$ cat config.mk
export PLATFORM = sky130hd
export DESIGN_NAME = coeff_token_ctrl_flat
export DESIGN_NICKNAME = d
export VERILOG_FILES = /design/src/rtl/coeff_token_ctrl_pkg.sv /design/src/rtl/coeff_token_ctrl_if.sv /design/src/rtl/coeff_token_ctrl_lzc.sv /design/src/rtl/coeff_token_ctrl.sv /design/src/flat_wrapper.sv
export SDC_FILE = /design/constraint.sdc
export NUM_CORES = 1
export LEC_CHECK = 0
export ABC_CLOCK_PERIOD_IN_PS = 3500
export CAP_MARGIN = 20
export CORE_MARGIN = 2
export CORE_UTILIZATION = 52
export CTS_CLUSTER_SIZE = 10
export DETAILED_ROUTE_END_ITERATION = 7
export HOLD_SLACK_MARGIN = 0.06
export PLACE_DENSITY_LB_ADDON = 0.12
export SETUP_SLACK_MARGIN = 0.15
export SLEW_MARGIN = 10
export SYNTH_ARGS = -nofsm -noshare
export SYNTH_HDL_FRONTEND = slang
export SYNTH_HIERARCHICAL = 1
export SYNTH_SLANG_ARGS = --single-unit
$ cat constraint.sdc
create_clock -name clk -period 3.5 [get_ports clk]
set_clock_uncertainty 0.15 [all_clocks]
set_input_delay 0.7 -clock clk [delete_from_list [all_inputs] [get_ports clk]]
set_output_delay 0.7 -clock clk [all_outputs]
set_load 0.05 [all_outputs]
$ cat src/rtl/coeff_token_ctrl_pkg.sv
// Shared types and constants for the CAVLC coeff_token controller (package ct_pkg).
// The optional statistics counters are enabled by defining COEFF_TOKEN_STATS_EN.
package ct_pkg;

    typedef enum logic [2:0] {
        IDLE,
        WAIT_BITS,
        LOOKUP,
        FLC,
        SHIFT,
        DONE,
        ERR
    } state_t;

    localparam logic [2:0] TBL_NC0  = 3'd0;
    localparam logic [2:0] TBL_NC2  = 3'd1;
    localparam logic [2:0] TBL_NC4  = 3'd2;
    localparam logic [2:0] TBL_FLC  = 3'd3;
    localparam logic [2:0] TBL_CDC1 = 3'd4;
    localparam logic [2:0] TBL_CDC2 = 3'd5;
    localparam logic [2:0] TBL_BAD  = 3'd7;

    // Longest legal prefix per table; the FLC and unused slots are never consulted.
    localparam logic [4:0] MAX_LZ [8] = '{5'd14, 5'd13, 5'd9, 5'd15, 5'd7, 5'd12, 5'd0, 5'd0};

    localparam int LUT_TBL_W = 3;
    localparam int LUT_LZ_W  = 4;
    localparam int LUT_SEL_W = LUT_TBL_W + LUT_LZ_W;

    localparam logic [4:0] FLC_LEN = 5'd6;

endpackage

$ cat src/rtl/coeff_token_ctrl_if.sv
// Bitstream, LUT-bank, shifter and result signals of the coeff_token controller.
// master = controller side, slave = surrounding residual decoder / LUT / shifter.
interface coeff_token_ctrl_if #(
    parameter int WIN_W = 16,
    parameter int NC_W  = 6
);
    import ct_pkg::*;

    logic                        start;
    logic signed [NC_W-1:0]      nc;
    logic [WIN_W-1:0]            win;
    logic                        win_valid;
    logic [LUT_SEL_W-1:0]        lut_sel;
    logic [2:0]                  lut_bits;
    logic [4:0]                  lut_total_coeff;
    logic [1:0]                  lut_trailing_ones;
    logic [4:0]                  lut_num_shift;
    logic                        shift_req;
    logic [4:0]                  shift_amt;
    logic                        shift_ack;
    logic [4:0]                  total_coeff;
    logic [1:0]                  trailing_ones;
    logic                        done;
    logic                        error;
    logic                        busy;

    modport master (
        input  start, nc, win, win_valid,
        input  lut_total_coeff, lut_trailing_ones, lut_num_shift, shift_ack,
        output lut_sel, lut_bits, shift_req, shift_amt,
        output total_coeff, trailing_ones, done, error, busy
    );

    modport slave (
        output start, nc, win, win_valid,
        output lut_total_coeff, lut_trailing_ones, lut_num_shift, shift_ack,
        input  lut_sel, lut_bits, shift_req, shift_amt,
        input  total_coeff, trailing_ones, done, error, busy
    );

endinterface

$ cat src/rtl/coeff_token_ctrl_lzc.sv
// 16-bit leading-zero counter; also returns the three bits after the first '1',
// left-aligned and zero-padded when the window runs out.
module ct_lzc (
    input  logic [15:0] win,
    output logic [4:0]  lz,
    output logic [2:0]  suffix
);

    always_comb begin
        lz = 5'd16;
        for (int i = 0; i < 16; i++) begin
            if (win[i]) lz = 5'(15 - i);
        end
        // Normalise the first '1' to bit 18 of the padded window; the next three bits follow it.
        suffix = 3'(({win, 3'b000} << lz) >> 15);
    end

endmodule

$ cat src/rtl/coeff_token_ctrl.sv
// CAVLC coeff_token decode sequencer: table select, prefix count, LUT/FLC decode, shift handshake.
// Define COEFF_TOKEN_STATS_EN to add the saturating stat_tokens/stat_errors counters.
module coeff_token_ctrl
    import ct_pkg::*;
#(
    parameter int WIN_W = 16,
    parameter int NC_W  = 6
) (
    input  logic               clk,
    input  logic               rst_n,
`ifdef COEFF_TOKEN_STATS_EN
    output logic [15:0]        stat_tokens,
    output logic [15:0]        stat_errors,
`endif
    coeff_token_ctrl_if.master bus
);

    state_t     state;
    logic [2:0] tbl;
    logic [5:0] flc_code;
    logic [4:0] tc_q;
    logic [1:0] t1_q;
    logic [4:0] lz;
    logic [2:0] suffix;
    logic       flc_zero;
    logic [4:0] flc_tc;
    logic [1:0] flc_t1;
    logic       flc_bad;

    function automatic logic [2:0] table_of(input logic signed [NC_W-1:0] v);
        if (v >= NC_W'(8))       return TBL_FLC;
        else if (v >= NC_W'(4))  return TBL_NC4;
        else if (v >= NC_W'(2))  return TBL_NC2;
        else if (v >= NC_W'(0))  return TBL_NC0;
        else if (v == NC_W'(-1)) return TBL_CDC1;
        else if (v == NC_W'(-2)) return TBL_CDC2;
        else                     return TBL_BAD;
    endfunction

    ct_lzc u_lzc (
        .win    (bus.win[WIN_W-1 -: 16]),
        .lz     (lz),
        .suffix (suffix)
    );

    // 6-bit fixed-length code xxxxyy: TotalCoeff = xxxx+1, TrailingOnes = yy, 000011 means empty.
    assign flc_zero = (flc_code == 6'b000011);
    assign flc_tc   = flc_zero ? 5'd0 : {1'b0, flc_code[5:2]} + 5'd1;
    assign flc_t1   = flc_zero ? 2'd0 : flc_code[1:0];
    assign flc_bad  = ({3'b000, flc_t1} > flc_tc);

    always_ff @(posedge clk or negedge rst_n) begin
        if (!rst_n) begin
            state             <= IDLE;
            tbl               <= 3'd0;
            flc_code          <= 6'd0;
            tc_q              <= 5'd0;
            t1_q              <= 2'd0;
            bus.lut_sel       <= '0;
            bus.lut_bits      <= 3'd0;
            bus.shift_req     <= 1'b0;
            bus.shift_amt     <= 5'd0;
            bus.total_coeff   <= 5'd0;
            bus.trailing_ones <= 2'd0;
            bus.done          <= 1'b0;
            bus.error         <= 1'b0;
            bus.busy          <= 1'b0;
        end else begin
            bus.done  <= 1'b0;
            bus.error <= 1'b0;
            case (state)
                IDLE: begin
                    if (bus.start) begin
                        tbl      <= table_of(bus.nc);
                        bus.busy <= 1'b1;
                        state    <= WAIT_BITS;
                    end
                end
                WAIT_BITS: begin
                    if (tbl == TBL_BAD) begin
                        bus.done          <= 1'b1;
                        bus.error         <= 1'b1;
                        bus.total_coeff   <= 5'd0;
                        bus.trailing_ones <= 2'd0;
                        state             <= ERR;
                    end else if (bus.win_valid) begin
                        if (tbl == TBL_FLC) begin
                            flc_code <= bus.win[WIN_W-1 -: 6];
                            state    <= FLC;
                        end else if (lz > MAX_LZ[tbl]) begin
                            bus.done          <= 1'b1;
                            bus.error         <= 1'b1;
                            bus.total_coeff   <= 5'd0;
                            bus.trailing_ones <= 2'd0;
                            state             <= ERR;
                        end else begin
                            bus.lut_sel  <= {tbl, lz[LUT_LZ_W-1:0]};
                            bus.lut_bits <= suffix;
                            state        <= LOOKUP;
                        end
                    end
                end
                LOOKUP: begin
                    tc_q          <= bus.lut_total_coeff;
                    t1_q          <= bus.lut_trailing_ones;
                    bus.shift_amt <= bus.lut_num_shift;
                    bus.shift_req <= 1'b1;
                    state         <= SHIFT;
                end
                FLC: begin
                    if (flc_bad) begin
                        bus.done          <= 1'b1;
                        bus.error         <= 1'b1;
                        bus.total_coeff   <= 5'd0;
                        bus.trailing_ones <= 2'd0;
                        state             <= ERR;
                    end else begin
                        tc_q          <= flc_tc;
                        t1_q          <= flc_t1;
                        bus.shift_amt <= FLC_LEN;
                        bus.shift_req <= 1'b1;
                        state         <= SHIFT;
                    end
                end
                SHIFT: begin
                    // Results move to the outputs only with Done so they stay stable between tokens.
                    if (bus.shift_ack) begin
                        bus.shift_req     <= 1'b0;
                        bus.total_coeff   <= tc_q;
                        bus.trailing_ones <= t1_q;
                        bus.done          <= 1'b1;
                        state             <= DONE;
                    end
                end
                DONE, ERR: begin
                    bus.busy <= 1'b0;
                    state    <= IDLE;
                end
                default: begin
                    bus.busy <= 1'b0;
                    state    <= IDLE;
                end
            endcase
        end
    end

`ifdef COEFF_TOKEN_STATS_EN
    function automatic logic [15:0] sat_inc(input logic [15:0] v);
        return (v == 16'hFFFF) ? v : v + 16'd1;
    endfunction

    always_ff @(posedge clk or negedge rst_n) begin
        if (!rst_n) begin
            stat_tokens <= 16'd0;
            stat_errors <= 16'd0;
        end else if (bus.done) begin
            stat_tokens <= sat_inc(stat_tokens);
            if (bus.error) stat_errors <= sat_inc(stat_errors);
        end
    end
`endif

endmodule
$ cat src/flat_wrapper.sv
// flat-port wrapper written by rule: the top's interface ports become plain ports
module coeff_token_ctrl_flat import ct_pkg::*;
#(
    parameter int WIN_W = 16,
    parameter int NC_W  = 6
)
  (clk, rst_n, bus_start, bus_nc, bus_win, bus_win_valid, bus_lut_total_coeff, bus_lut_trailing_ones, bus_lut_num_shift, bus_shift_ack, bus_lut_sel, bus_lut_bits, bus_shift_req, bus_shift_amt, bus_total_coeff, bus_trailing_ones, bus_done, bus_error, bus_busy);
  coeff_token_ctrl_if #(.WIN_W(WIN_W), .NC_W(NC_W)) bus_i ();
  input  logic clk;
  input  logic rst_n;
  input wire logic [$bits(bus_i.start)-1:0] bus_start;
  input wire logic [$bits(bus_i.nc)-1:0] bus_nc;
  input wire logic [$bits(bus_i.win)-1:0] bus_win;
  input wire logic [$bits(bus_i.win_valid)-1:0] bus_win_valid;
  input wire logic [$bits(bus_i.lut_total_coeff)-1:0] bus_lut_total_coeff;
  input wire logic [$bits(bus_i.lut_trailing_ones)-1:0] bus_lut_trailing_ones;
  input wire logic [$bits(bus_i.lut_num_shift)-1:0] bus_lut_num_shift;
  input wire logic [$bits(bus_i.shift_ack)-1:0] bus_shift_ack;
  output wire logic [$bits(bus_i.lut_sel)-1:0] bus_lut_sel;
  output wire logic [$bits(bus_i.lut_bits)-1:0] bus_lut_bits;
  output wire logic [$bits(bus_i.shift_req)-1:0] bus_shift_req;
  output wire logic [$bits(bus_i.shift_amt)-1:0] bus_shift_amt;
  output wire logic [$bits(bus_i.total_coeff)-1:0] bus_total_coeff;
  output wire logic [$bits(bus_i.trailing_ones)-1:0] bus_trailing_ones;
  output wire logic [$bits(bus_i.done)-1:0] bus_done;
  output wire logic [$bits(bus_i.error)-1:0] bus_error;
  output wire logic [$bits(bus_i.busy)-1:0] bus_busy;
  assign bus_i.start = bus_start;
  assign bus_i.nc = bus_nc;
  assign bus_i.win = bus_win;
  assign bus_i.win_valid = bus_win_valid;
  assign bus_i.lut_total_coeff = bus_lut_total_coeff;
  assign bus_i.lut_trailing_ones = bus_lut_trailing_ones;
  assign bus_i.lut_num_shift = bus_lut_num_shift;
  assign bus_i.shift_ack = bus_shift_ack;
  assign bus_lut_sel = bus_i.lut_sel;
  assign bus_lut_bits = bus_i.lut_bits;
  assign bus_shift_req = bus_i.shift_req;
  assign bus_shift_amt = bus_i.shift_amt;
  assign bus_total_coeff = bus_i.total_coeff;
  assign bus_trailing_ones = bus_i.trailing_ones;
  assign bus_done = bus_i.done;
  assign bus_error = bus_i.error;
  assign bus_busy = bus_i.busy;
  coeff_token_ctrl #(.WIN_W(WIN_W), .NC_W(NC_W)) u_core (.clk(clk), .rst_n(rst_n), .bus(bus_i));
endmodule
### Word level (Yosys, flattened, before mapping)

Memories as Yosys holds them, arrays and structs flattened.
Cells that the tools add are included.
Widths: inputs -> output; s select.

* shifts and indexed selects: 1
* equality and inequality tests: 16
* reduce and logical (&&, ||, !) cells: 13
* $lt $le $gt $ge: 7
* bitwise gates (word level): 5
* mux-type cells: 67
* add/sub/neg operators: 1

Operators with widths (count)
* $mux 5: 27
* $mux 3: 11
* $mux 2: 10
* $pmux 5 s2: 2
* $shl 19x5->18: 1
* $pmux 3 s5: 1
* $pmux 5 s3: 1
* $eq 6x2->1 const B: 2
* $eq 3x2->1 const B: 3
* $mux 1: 9
* $eq 3x3->1 const B: 2
* $eq 6x1->1 const B: 1
* $ge 6x1->1 const B: 1
* $ge 6x3->1 const B: 1
* $ge 6x4->1 const B: 1
* $ge 6x5->1 const B: 1
* $ne 2x2->1 const B: 3
* $ne 3x2->1 const B: 2
* $pmux 1 s3: 2
* $pmux 2 s3: 1
* $reduce_and 2->1: 3
* $reduce_and 3->1: 2
* $reduce_and 6->1: 1
* $reduce_bool 3->1: 2
* other kinds (16): 20

* memories: 1
* register bits after elaboration: 45
* input bits: 39
* memory bits (read-only): 40

Memory list
* (name not given): words 8, width 5, read ports 1, clocked after memory_dff 0, write ports 0, line coeff_token_ctrl.sv:90 `end else if (lz > MAX_LZ[tbl]) begin`

### Longest topological paths before layout

Gate-level depths: netlist of the first run.

* depth in word-level cells: 22
* depth in mapped cells: 13

### Modules after synthesis

Netlist of the first run, hierarchy kept.

By module, submodules not included
* coeff_token_ctrl: area an instance 2361.0 µm², times used 1, cells each 222
* ct_lzc: area an instance 735.7 µm², times used 1, cells each 119

### Worst setup path before layout of the first run

Ideal clock, no wire load.

* path type: input-to-reg
* start: input port bus_win[14]
* end: register u_core.bus.lut_bits[0]
* required time: 3.225 ns
* cell stages on the path: 12
* setup slack: 0.248 ns
* data arrival time: 2.977 ns
* cell sequence: buf_2 or3_4 nor4_1 a21oi_2 clkinv_2 ha_1 nand3_1 o221ai_1 o21ai_1 nor2b_1 buf_2 mux2_2

* word-level cells in the longest chain between the ends: 5
* elaborated cells on any way between the ends: 6
* classes of those cells: order compare: 1; shift: 1; mux: 2; bitwise: 1; reduce/logical: 1

Ends and longest elaborated chain
* start, declared: line flat_wrapper.sv:13 `input wire logic [$bits(bus_i.win)-1:0] bus_win;`
* $mux 5 * (2 in series): line coeff_token_ctrl_lzc.sv:12 `if (win[i]) lz = 5'(15 - i);`
* via u_core.lz[1]: line coeff_token_ctrl.sv:23 `logic [4:0] lz;`
* $gt 5x5->1: line coeff_token_ctrl.sv:90
* $not 1->1 (no line)
* $reduce_and 5->1 (no line)
* end signal, assigned: line coeff_token_ctrl.sv:98 `bus.lut_bits <= suffix;`
* end, declared: line coeff_token_ctrl_if.sv:30 `output lut_sel, lut_bits, shift_req, shift_amt,`

Mark *: on every way through the listed nets, which the timed path passes. The rest lies on a longest branch.
A chain may end at the register's enable or synchronous reset.

### Final worst setup path of the first run

* start: input port bus_win[5]
* end: register u_core.bus.lut_sel[0]

* word-level cells in the longest chain between the ends: 14

Ends and longest elaborated chain
* $mux 5 (11 in series): line coeff_token_ctrl_lzc.sv:12
* via u_core.lz[3]: line coeff_token_ctrl.sv:23
* $gt 5x5->1: line coeff_token_ctrl.sv:90
* $not 1->1 (no line)
* $reduce_and 5->1 (no line)
* end signal, assigned: line coeff_token_ctrl.sv:97 `bus.lut_sel <= {tbl, lz[LUT_LZ_W-1:0]};`
* end, declared: line coeff_token_ctrl_if.sv:30

The timed path passes the listed nets, and every way through them passes these cells.

==> impl_results.md, run 1 <==
- Outcome: finished, final reports clean
- Net Count, Synth: 392
- Peak Freq: 303 MHz
- Crit-path cells: clkdlybuf4s50_1, or4_4, and2b_2, nor2_2, ha_1, nand3_2, o221ai_1, o21ai_1, nor2b_4, buf_6, mux2_2
- Vias in the first global route: 2799
- Xor/xnor cell area share of the yosys netlist: 0.00566
- Fin crit share: 0.943
- Relative slew slack: 0.495
- Die area: 0.00659 mm²
- Floorplan die height: 81.2 µm
- Synth Cell Area: 0.00310 mm²
- Gate Count Post-Synth: 341
- Htree depth: 2
- Leak: 1.89 nW
- Dominant cell type by area after synthesis: dfrtp_1
- CTS tree: yes
- DRC: 0
- Gpl congestion: 0.878
- Synth Register Bits: 45
- Starting density of the core: 0.529
- Post-synth EDFFs: 0
- Post-route minimum period: 3300 ps
- CTS Buffer Depth: 2
- Hold Violations, Final: 0
- CP Launch Point: bus_win[5]
- PortBufs: 64
- Post-Route M1 WL: 3210 µm
- Seq/Total Area, Yosys: 0.364
- Post-layout power: 3.12 mW
- Crit Reg-Reg Startpoint: u_core/flc_code[2]
- Worst VDD drop: 0.000569 V
- Antenna Diode Count: 0
- Avg WL per Cell: 14.9 µm
- Initial antenna violation count: 0
- ANT nets after route: 0
- Post-route insts no fill: 519
- IO Pins: 65
- Synth Area in Compound Gates: 0.207
- Cell at the root of the clock tree: clkbuf_8
- Synth top area share: 0.364
- Clk slew on worst S/H paths: 90 ps
- Avg Cell Area, Syn: 9.08 µm²
- Core Area: 0.00585 mm²
- RSZ-0062 raised after global routing: true
- DP Area: 0.00402 mm²
- Largest delay share family, worst path: simple AND/OR/NAND/NOR gates
- Fin area: 0.00430 mm²
- Req. time, crit path: 3540 ps
- PwrDens: 725 mW/mm²
- Initial drt markers: 163
- Setup crit end kind: flip-flop
- Slowest cell on crit path: or4_4
- Largest incremental delay on the critical path: 550 ps
- Number of distinct library cells after synthesis: 72
- Worst slack, placed: -233 ps
- Async SR Flop Fraction: 1.00
- Final wirelength: 7710 µm
- Final WS setup: 199 ps
- Placed cells: 507
- Synth top area cells: dfrtp_1, mux2_2, ha_1
- Main combinational cell family by area after synthesis: compound AO/OA/AOI/OAI gates
- Router iterations before antenna repair: 6
- Worst skew pair latency: 310 ps
- GRT Overall Usage: 0.240
- Simple-Gate Fraction of Synth Area: 0.206
- Met2 wire len: 4040 µm
- Clock Sinks: 45
- Post-Synth Adder-Cell Area: 0.0485
- Layout cells sized above 1: 0.239
- Post-DP HPWL: 5770 µm
- Worst Hold Class: in2async
- Routed vias: 2962
- Vias per cell: 5.71
- Max cap viols: 0
- Final-stage net count: 494
- Worst-path fanout max: 5
- Final setup viols: 0
- Post-synthesis mux area share: 0.107
- Top sig layer: met4
- Row Count: 28
- Critical path startpoint category: input port
- Crit path arrival time: 3350 ps
- Post-synth top cells: dfrtp_1, nand2_1, nor2_1, inv_1, o21ai_0
- Gr ovfl total: 0
- Fin Setup TNS: 0 ps
- Tightest Pin Transition: 752 ps
- Worst path buffer plus inverter count: 2
- First-pass GRT wire length: 12300 µm
- Count leader, synth: dfrtp_1
- Synth warnings: 6
- Clock buffer count from CTS: 5
- P&R area growth vs syn: 38.8%
- DR WL met3: 320 µm
- Max Slew Vio Count: 0
- Largest net degree at the start of global routing: 46
- Top FF cell, synth: dfrtp_1
- CP Class: in2reg
- DIE WIDTH: 81.2 µm
state kept, by name, indices dropped and copies added, names as in the netlist:
register / count
u_core/t1_q: 2
u_core/bus.lut_sel: 7
u_core/bus.shift_amt: 5
u_core/flc_code: 6
u_core/bus.lut_bits: 3
u_core/bus.busy: 1
u_core/bus.total_coeff: 5
u_core/state: 3
u_core/bus.done: 1
u_core/bus.trailing_ones: 2
u_core/tc_q: 5
u_core/tbl: 3
u_core/bus.error: 1
u_core/bus.shift_req: 1
metal layers:
layer,global-route usage,up-vias
met3,0.0389,11
met2,0.429,89
met1,0.288,1415
met4,0.0932,0
met5,0,-
li1,-,1447
worst paths after layout:
check / to / slack, ps / cells past startpoint
min in group clk: u_core/bus.total_coeff[2] / 330 / 2
hold reg to reg: u_core/bus.total_coeff[2] / 330 / 2
hold / removal: u_core/t1_q[0] / 80 / 1
setup reg to reg: u_core/tc_q[2] / 880 / 10
setup / recovery: u_core/bus.lut_sel[0] / 200 / 11
max in group asynchronous: u_core/bus.lut_sel[2] / 2680 / 2
placed cells by master, fill, tap and decap left out, types with 11 or more instances in the layout:
cell type | synthesis | final
clkdlybuf4s50_1 | 0 | 62
buf_4 | 1 | 41
nor2_1 | 28 | 24
inv_1 | 22 | 21
dfrtp_1 | 45 | 45
ha_1 | 12 | 11
nand3_1 | 18 | 17
nand2_1 | 31 | 31
mux2_2 | 17 | 17
o21ai_0 | 19 | 19
a21oi_1 | 16 | 15
cell families after synthesis:
family,after synthesis
AOI/OAI and AO/OA,93
xor gates and xnor gates,2
adders and majority gates,12
buffers and inverters,36
DFF,45
muxes,29
and+or+nand+nor,124
cell type report:
class / count / area (µm²)
Inverter: 23 / 87.6
Timing Repair Buffer: 108 / 988
Multi-Input combinational cell: 260 / 1890
Tap cell: 75 / 93.8
Sequential cell: 45 / 1130
Fill cell: 483 / 1550
Clock inverter: 2 / 38.8
Clock buffer: 6 / 72.6
worst reg2reg max path: stages, from the launching register on:
cell       delay [ps]
dfrtp_1           430
inv_1             140
ha_1              200
nand2_1            60
o31a_1            240
ha_1              290
nor2b_1           120
o2111ai_1         120
a21o_4            230
nand2b_4          180
mux2_2            360
stage by stage:
stage | util | hold WS [ps]
2_1_floorplan | - | 254
3_3_place_gp | 0.687 | 301
3_5_place_dp | 0.687 | 311
4_1_cts | 0.709 | 329
5_1_grt | 0.735 | 80.6
6_report | 0.735 | 78.3
power by group:
| part | internal, mW | switching (mW) |
|---|---|---|
| combinational | 0.752 | 0.990 |
| clock | 0.214 | 0.184 |
| sequential | 0.753 | 0.222 |
| total | 1.72 | 1.40 |
timing repair:
action,4_1_cts,5_1_grt
setup endpoints to repair,10,16
buffers inserted,2,0
hold buffers,0,0
gates resized for setup,1,26
gates cloned,0,1
pin swaps,0,4
Power figures use the tool's default switching activity.
==> inputs of run 2 (changes only) <==
ABC_CLOCK_PERIOD_IN_PS = 3310   (was 3500)
clock period = 3.31 ns   (was 3.5 ns; I/O delays follow)
==> run 2 against run 1 <==
  * Setup slack better by 8.7 ps
  * Sequential power is 6% higher
  * Count of clock-buffer cells in the layout is 1 lower
  * Total power increased by 5.7%
  * Combinational power grew 9.8%
  * First-iteration DRC count fell by 31%
  * Largest cell class unchanged
  * Final area rose by 3.2%
  * Via count rose by 2.0%
  * Non-clock buffer count up 11
==> impl_results.md, run 2 (synthesized netlist as in run 1, its figures left out) <==
- Post-route minimum period: 3100 ps
- IO Pins: 65 (unchanged)
- Critical path startpoint category: input port
- Largest delay share family, worst path: buffers and inverters
- DIE WIDTH: 81.2 µm (unchanged)
- Initial drt markers: 112 (-31%)
- Req. time, crit path: 3350 ps (-190 ps)
- Layout cells sized above 1: 0.270 (+0.0316)
- First-pass GRT wire length: 13000 µm (+5.4%)
- Most frequent cells in the layout: clkdlybuf4s50_1, buf_4, dfrtp_1
- Cell at the root of the clock tree: clkbuf_8
- Largest register FFs: 7 (unchanged)
- Worst skew pair latency: 300 ps (about the same)
- Worst path buffer plus inverter count: 4 (+2)
- Post-DP HPWL: 6010 µm (+4.2%)
- Clock Sinks: 45 (unchanged)
- PwrDens: 742 mW/mm² (+2.4%)
- Worst slack, placed: -329 ps (-96.3 ps)
- CP Class: in2reg
- DRC: 0 (unchanged)
- Max cap viols: 0 (unchanged)
- GRT Overall Usage: 0.251 (+0.0111)
- Crit-path most repeated cell: o21ai_2
- Clk slew on worst S/H paths: 80 ps (about the same)
- RSZ-0062 raised after global routing: true
- Tightest Pin Transition: 748 ps (-4.21 ps)
- Slowest cell on crit path: clkdlybuf4s50_1
- Floorplan die height: 81.2 µm (unchanged)
- Worst-path fanout max: 5 (unchanged)
- Htree depth: 2 (unchanged)
- Die area: 0.00659 mm² (unchanged)
- Fin area: 0.00443 mm² (+3.2%)
- Commonest non-fill, non-tap cell in the layout: clkdlybuf4s50_1
- Final WS setup: 208 ps (+8.71 ps)
- Fin util: 0.758 (+0.0233)
- Fin crit share: 0.937
- Hold Violations, Final: 0 (unchanged)
- CTS Buffer Depth: 2 (unchanged)
- Largest incremental delay on the critical path: 460 ps (-90 ps)
- Vias per cell: 5.70 (about the same)
- Crit-path cells: clkdlybuf4s50_1, buf_4, a221oi_2, nor4_1, o21ai_2, inv_1, ha_1, nand2b_1, o21ai_2, nor2b_4, buf_6, mux2_2
- DP Area: 0.00412 mm² (+2.4%)
- Worst Hold Class: reg2reg
- Crit path arrival time: 3140 ps (-210 ps)
- Final-stage net count: 505 (+2.2%)
- Starting density of the core: 0.529 (unchanged)
- Initial antenna violation count: 0 (unchanged)
- Gr ovfl total: 0 (unchanged)
- Relative slew slack: 0.498 (+0.00283)
- Max Slew Vio Count: 0 (unchanged)
- Routed vias: 3022 (+2.0%)
- Leak: 2.04 nW (+7.6%)
- Clock buffer count from CTS: 5 (unchanged)
- Most flop-heavy register: u_core/bus.lut_sel
- Final wirelength: 7980 µm (+3.4%)
- Core Area: 0.00585 mm² (unchanged)
- PortBufs: 64 (unchanged)
- ANT nets after route: 0 (unchanged)
- Final setup viols: 0 (unchanged)
- Peak Freq: 322 MHz
- CTS tree: yes
- Setup crit end kind: flip-flop
- Avg WL per Cell: 15.0 µm (+1.3%)
- Post-layout power: 3.29 mW (+5.7%)
- Regs by FF count: u_core/bus.lut_sel (7), u_core/flc_code (6)
- Gpl congestion: 0.850 (-3.2%)
- Antenna Diode Count: 0 (unchanged)
- Largest net degree at the start of global routing: 46 (unchanged)
- Router iterations before antenna repair: 4 (-2)
- Worst VDD drop: 0.000640 V (+13%)
- Vias in the first global route: 2855 (+2.0%)
- Outcome: finished, final reports clean
- P&R area growth vs syn: 43.2%
- Row Count: 28 (unchanged)
[run 2: cell types whose count changed in the layout (fill, tap and decap cells not counted), moves of 2 or more]
cell / before / now
buf_4: 41 / 50
mux2_4: 3 / 7
clkdlybuf4s50_1: 62 / 52
o21ai_2: 3 / 5
dlymetal6s2s_1: 1 / 10
mux2_2: 17 / 14
[run 2: worst paths after layout]
path                                     from                        end  slack [ps]  cells past startpoint
max                                bus_win[3]      u_core/bus.lut_sel[6]         210                     12
min                            u_core/tc_q[2]  u_core/bus.total_coeff[2]         340                      2
max reg2reg                u_core/flc_code[2]             u_core/tc_q[2]         570                     10
min reg2reg                    u_core/tc_q[2]  u_core/bus.total_coeff[2]         340                      2
max in group asynchronous               rst_n              u_core/tbl[0]        1980                      3
min in group asynchronous               rst_n             u_core/t1_q[0]         570                      2
[run 2: power by group]
part / total (mW) / switching, mW / internal, mW
logic: 1.91 / 1.08 / 0.832
clock network: 0.343 / 0.193 / 0.150
registers: 1.03 / 0.238 / 0.796
total: 3.29 / 1.51 / 1.78
[run 2: per-stage QoR]
| step | cells | setup TNS, ps | hold slack [ps] |
|---|---|---|---|
| after global placement | 518 | -3280 | 307 |
| after floorplan | 341 | 0 | 216 |
| after detailed placement | 518 | -4410 | 315 |
| after CTS | 527 | 0 | 337 |
| after global routing | 530 | 0 | 381 |
| final | 530 | 0 | 342 |
[run 2: layer usage]
layer	GRT usage	wire [µm]	share of wire
met2	0.460	4180	0.52
met3	0.0356	291	0.036
met1	0.308	3390	0.43
met5	0	0	0
met4	0.0678	114	0.014
[run 2: layout make-up]
type,count,area (µm²)
Clock inverter,3,21.3
Timing Repair Buffer,119,1100
Inverter,23,87.6
Tap cell,75,93.8
Sequential cell,45,1130
Clock buffer,5,68.8
Fill cell,438,1420
Multi-Input combinational cell,260,1940
[run 2: worst reg2reg max path: stages, from the launching register on]
cell and delay [ps]:
dfrtp_1 440, inv_1 140, ha_1 200, nand2_1 60
o31a_1 230, ha_1 290, nor2b_1 200, o2111ai_1 140
a21o_4 230, nand2b_4 180, mux2_2 360
[run 2: timing repair]
item / CTS / global route
pin swaps: 6 / 9
hold buffers: 0 / 1
setup buffers: 0 / 1
cloned: 1 / 0
hold endpoints to repair: 0 / 7
resized for setup: 15 / 32
endpoints found under the setup margin: 10 / 20
==> inputs of run 3 (changes only) <==
SKIP_CTS_REPAIR_TIMING = 1   (was not set)
==> run 3 against run 2 <==
  * Sequential power about the same
  * Count of clock-buffer cells in the layout did not move
  * Cell count grew 0.38%
  * First-iteration DRC count is 21% lower
  * Total power decreased by 0.11%
  * Routed wire length increased by 0.39%
  * Register-to-register slack is essentially flat
  * Critical path depth unchanged
  * Critical endpoint unchanged
  * Highest routed layer unchanged
==> impl_results.md, run 3 (synthesized netlist as in run 1, its figures left out) <==
- Worst slack, placed: -329 ps (unchanged)
- P&R area growth vs syn: 42.9%
- Crit Reg-Reg Endpoint: u_core/tc_q[2]
- Commonest non-fill, non-tap cell in the layout: clkdlybuf4s50_1
- Slowest cell on crit path: clkdlybuf4s50_1
- Setup crit end kind: flip-flop
- Routed vias: 3038 (+0.53%)
- Clock buffer count from CTS: 5 (unchanged)
- Avg WL per Cell: 15.0 µm (about the same)
- Power share of the clock group: 0.104 (about the same)
- Gr ovfl total: 0 (unchanged)
- Hold Path Depth: 2 (unchanged)
- Most flop-heavy register: u_core/bus.lut_sel
- DP Area: 0.00412 mm² (unchanged)
- Final-stage net count: 507 (+0.40%)
- Largest delay share family, worst path: buffers and inverters
- Worst path buffer plus inverter count: 3 (-1)
- CTS Buffer Depth: 2 (unchanged)
- Max Slew Vio Count: 0 (unchanged)
- Switching share of total power: 0.460 (about the same)
- Vias in the first global route: 2847 (-0.28%)
- Router iterations before antenna repair: 4 (unchanged)
- Relative slew slack: 0.505 (+0.00748)
- Leak: 2.01 nW (-1.5%)
- Antenna Diode Count: 0 (unchanged)
- RSZ-0062 raised after global routing: false
- Initial antenna violation count: 0 (unchanged)
- Post-route minimum period: 3120 ps (+19.3 ps)
- Core Area: 0.00585 mm² (unchanged)
- Req. time, crit path: 3350 ps (about the same)
- Worst VDD drop: 0.000622 V (-2.8%)
- Floorplan die height: 81.2 µm (unchanged)
- Tightest Pin Transition: 737 ps (-11.1 ps)
- Fin area: 0.00443 mm² (-0.20%)
- Max cap viols: 0 (unchanged)
- Final setup viols: 0 (unchanged)
- Outcome: finished, final reports clean
- First-pass GRT wire length: 12900 µm (-1.0%)
- DIE WIDTH: 81.2 µm (unchanged)
- Seq pwr share: 0.315 (about the same)
- IO Pins: 65 (unchanged)
- Row Count: 28 (unchanged)
- Comb power frac: 0.581 (about the same)
- Largest incremental delay on the critical path: 580 ps (+120 ps)
- Cell Int Power: 1.78 mW (-0.16%)
- Final wirelength: 8010 µm (+0.39%)
- PortBufs: 64 (unchanged)
- Reg-to-reg slack, setup: 570 ps (about the same)
- Hold Violations, Final: 0 (unchanged)
- Gpl congestion: 0.850 (unchanged)
- Regs by FF count: u_core/bus.lut_sel (7), u_core/flc_code (6)
- Fillcell total: 436 (-0.46%)
- Final WS setup: 189 ps (-19.3 ps)
- Clk slew on worst S/H paths: 90 ps (about the same)
- Cell at the root of the clock tree: clkbuf_8
- Die area: 0.00659 mm² (unchanged)
- PwrDens: 743 mW/mm² (about the same)
- Worst skew pair latency: 300 ps (about the same)
- Peak Freq: 320 MHz (-0.62%)
- Layout cells sized above 1: 0.271 (+0.00101)
- Starting density of the core: 0.529 (unchanged)
- DRC: 0 (unchanged)
- Post-DP HPWL: 6010 µm (unchanged)
- ANT nets after route: 0 (unchanged)
- Worst-path fanout max: 5 (unchanged)
- Initial drt markers: 88 (-21%)
- Largest register FFs: 7 (unchanged)
- Critical path startpoint category: input port
- Htree depth: 2 (unchanged)
- Vias per cell: 5.71 (+0.15%)
- CTS tree: yes
- Post-layout power: 3.29 mW (-0.11%)
- Crit path arrival time: 3160 ps (+20 ps)
- Hold Startpoint: u_core/tc_q[2]
- CP Class: in2reg
- Fin crit share: 0.943 (+0.00584)
- Footprint of the multi-input gates: 0.00192 mm² (-0.77%)
- Crit-path cells: clkdlybuf4s50_1, nand2b_1, a221oi_2, nor4_1, o21ai_2, inv_1, ha_1, nand2b_1, o21ai_2, nor2b_4, buf_6, mux2_2
- Post-route insts no fill: 532 (+0.38%)
- Reg2Reg Depth: 10 (unchanged)
- CP Launch Point: bus_win[0]
- GRT Overall Usage: 0.249 (-0.00236)
- Largest net degree at the start of global routing: 46 (unchanged)
- Hold worst-path end: u_core/bus.total_coeff[2]
- Sequential cell area: 0.00113 mm² (unchanged)
- Crit Reg-Reg Startpoint: u_core/flc_code[2]
- Worst Hold Class: reg2reg
- Placed cells: 518 (unchanged)
- Net switching power: 1.51 mW (about the same)
- Clock Sinks: 45 (unchanged)
- Fin Setup TNS: 0 ps (unchanged)
- Most frequent cells in the layout: clkdlybuf4s50_1, buf_4, dfrtp_1
## run 3: stage by stage
stage / hold slack (ps) / util
2_1_floorplan: 216 / -
3_3_place_gp: 307 / 0.704
3_5_place_dp: 315 / 0.704
4_1_cts: 337 / 0.719
5_1_grt: 381 / 0.756
6_report: 335 / 0.756
## run 3: final cells by class
class | instances | share of cell area
Inverter | 23 | 0.0198
Multi-Input combinational cell | 260 | 0.435
Tap cell | 75 | 0.0212
Clock buffer | 5 | 0.0155
Clock inverter | 3 | 0.00481
Sequential cell | 45 | 0.254
Timing Repair Buffer | 121 | 0.250
## run 3: power by group through the flow
stage | combinational [mW] | sequential, mW | clock, mW
2_1_floorplan | 0.905 | 1.39 | 0
3_3_place_gp | 1.74 | 1.03 | 0
3_5_place_dp | 1.79 | 1.04 | 0
4_1_cts | 1.80 | 1.03 | 0.354
5_1_grt | 2.07 | 1.07 | 0.377
6_report | 1.91 | 1.04 | 0.342
## run 3: worst max path at each step
stage | cells past startpoint | slack (ps) | end
2_1_floorplan | 12 | 190 | u_core/bus.lut_bits[0]
3_3_place_gp | 11 | -250 | u_core/bus.lut_sel[2]
3_5_place_dp | 11 | -330 | u_core/bus.lut_sel[4]
4_1_cts | 11 | -20 | u_core/bus.lut_sel[4]
5_1_grt | 12 | 80 | u_core/bus.lut_sel[6]
6_report | 12 | 190 | u_core/bus.lut_sel[6]
## run 3: worst reg2reg max path, cell delays in order (launching register included)
cell       delay [ps]
dfrtp_1           440
inv_1             140
ha_1              200
nand2_1            60
o31a_1            230
ha_1              290
nor2b_1           200
o2111ai_1         150
a21o_4            230
nand2b_4          180
mux2_2            360
## run 3: routing by layer
layer / track usage / part of all wire / up-vias
li1: - / - / 1477
met1: 0.310 / 0.42 / 1468
met2: 0.445 / 0.52 / 78
met3: 0.0356 / 0.040 / 15
met4: 0.0763 / 0.018 / 0
met5: 0 / 0 / -
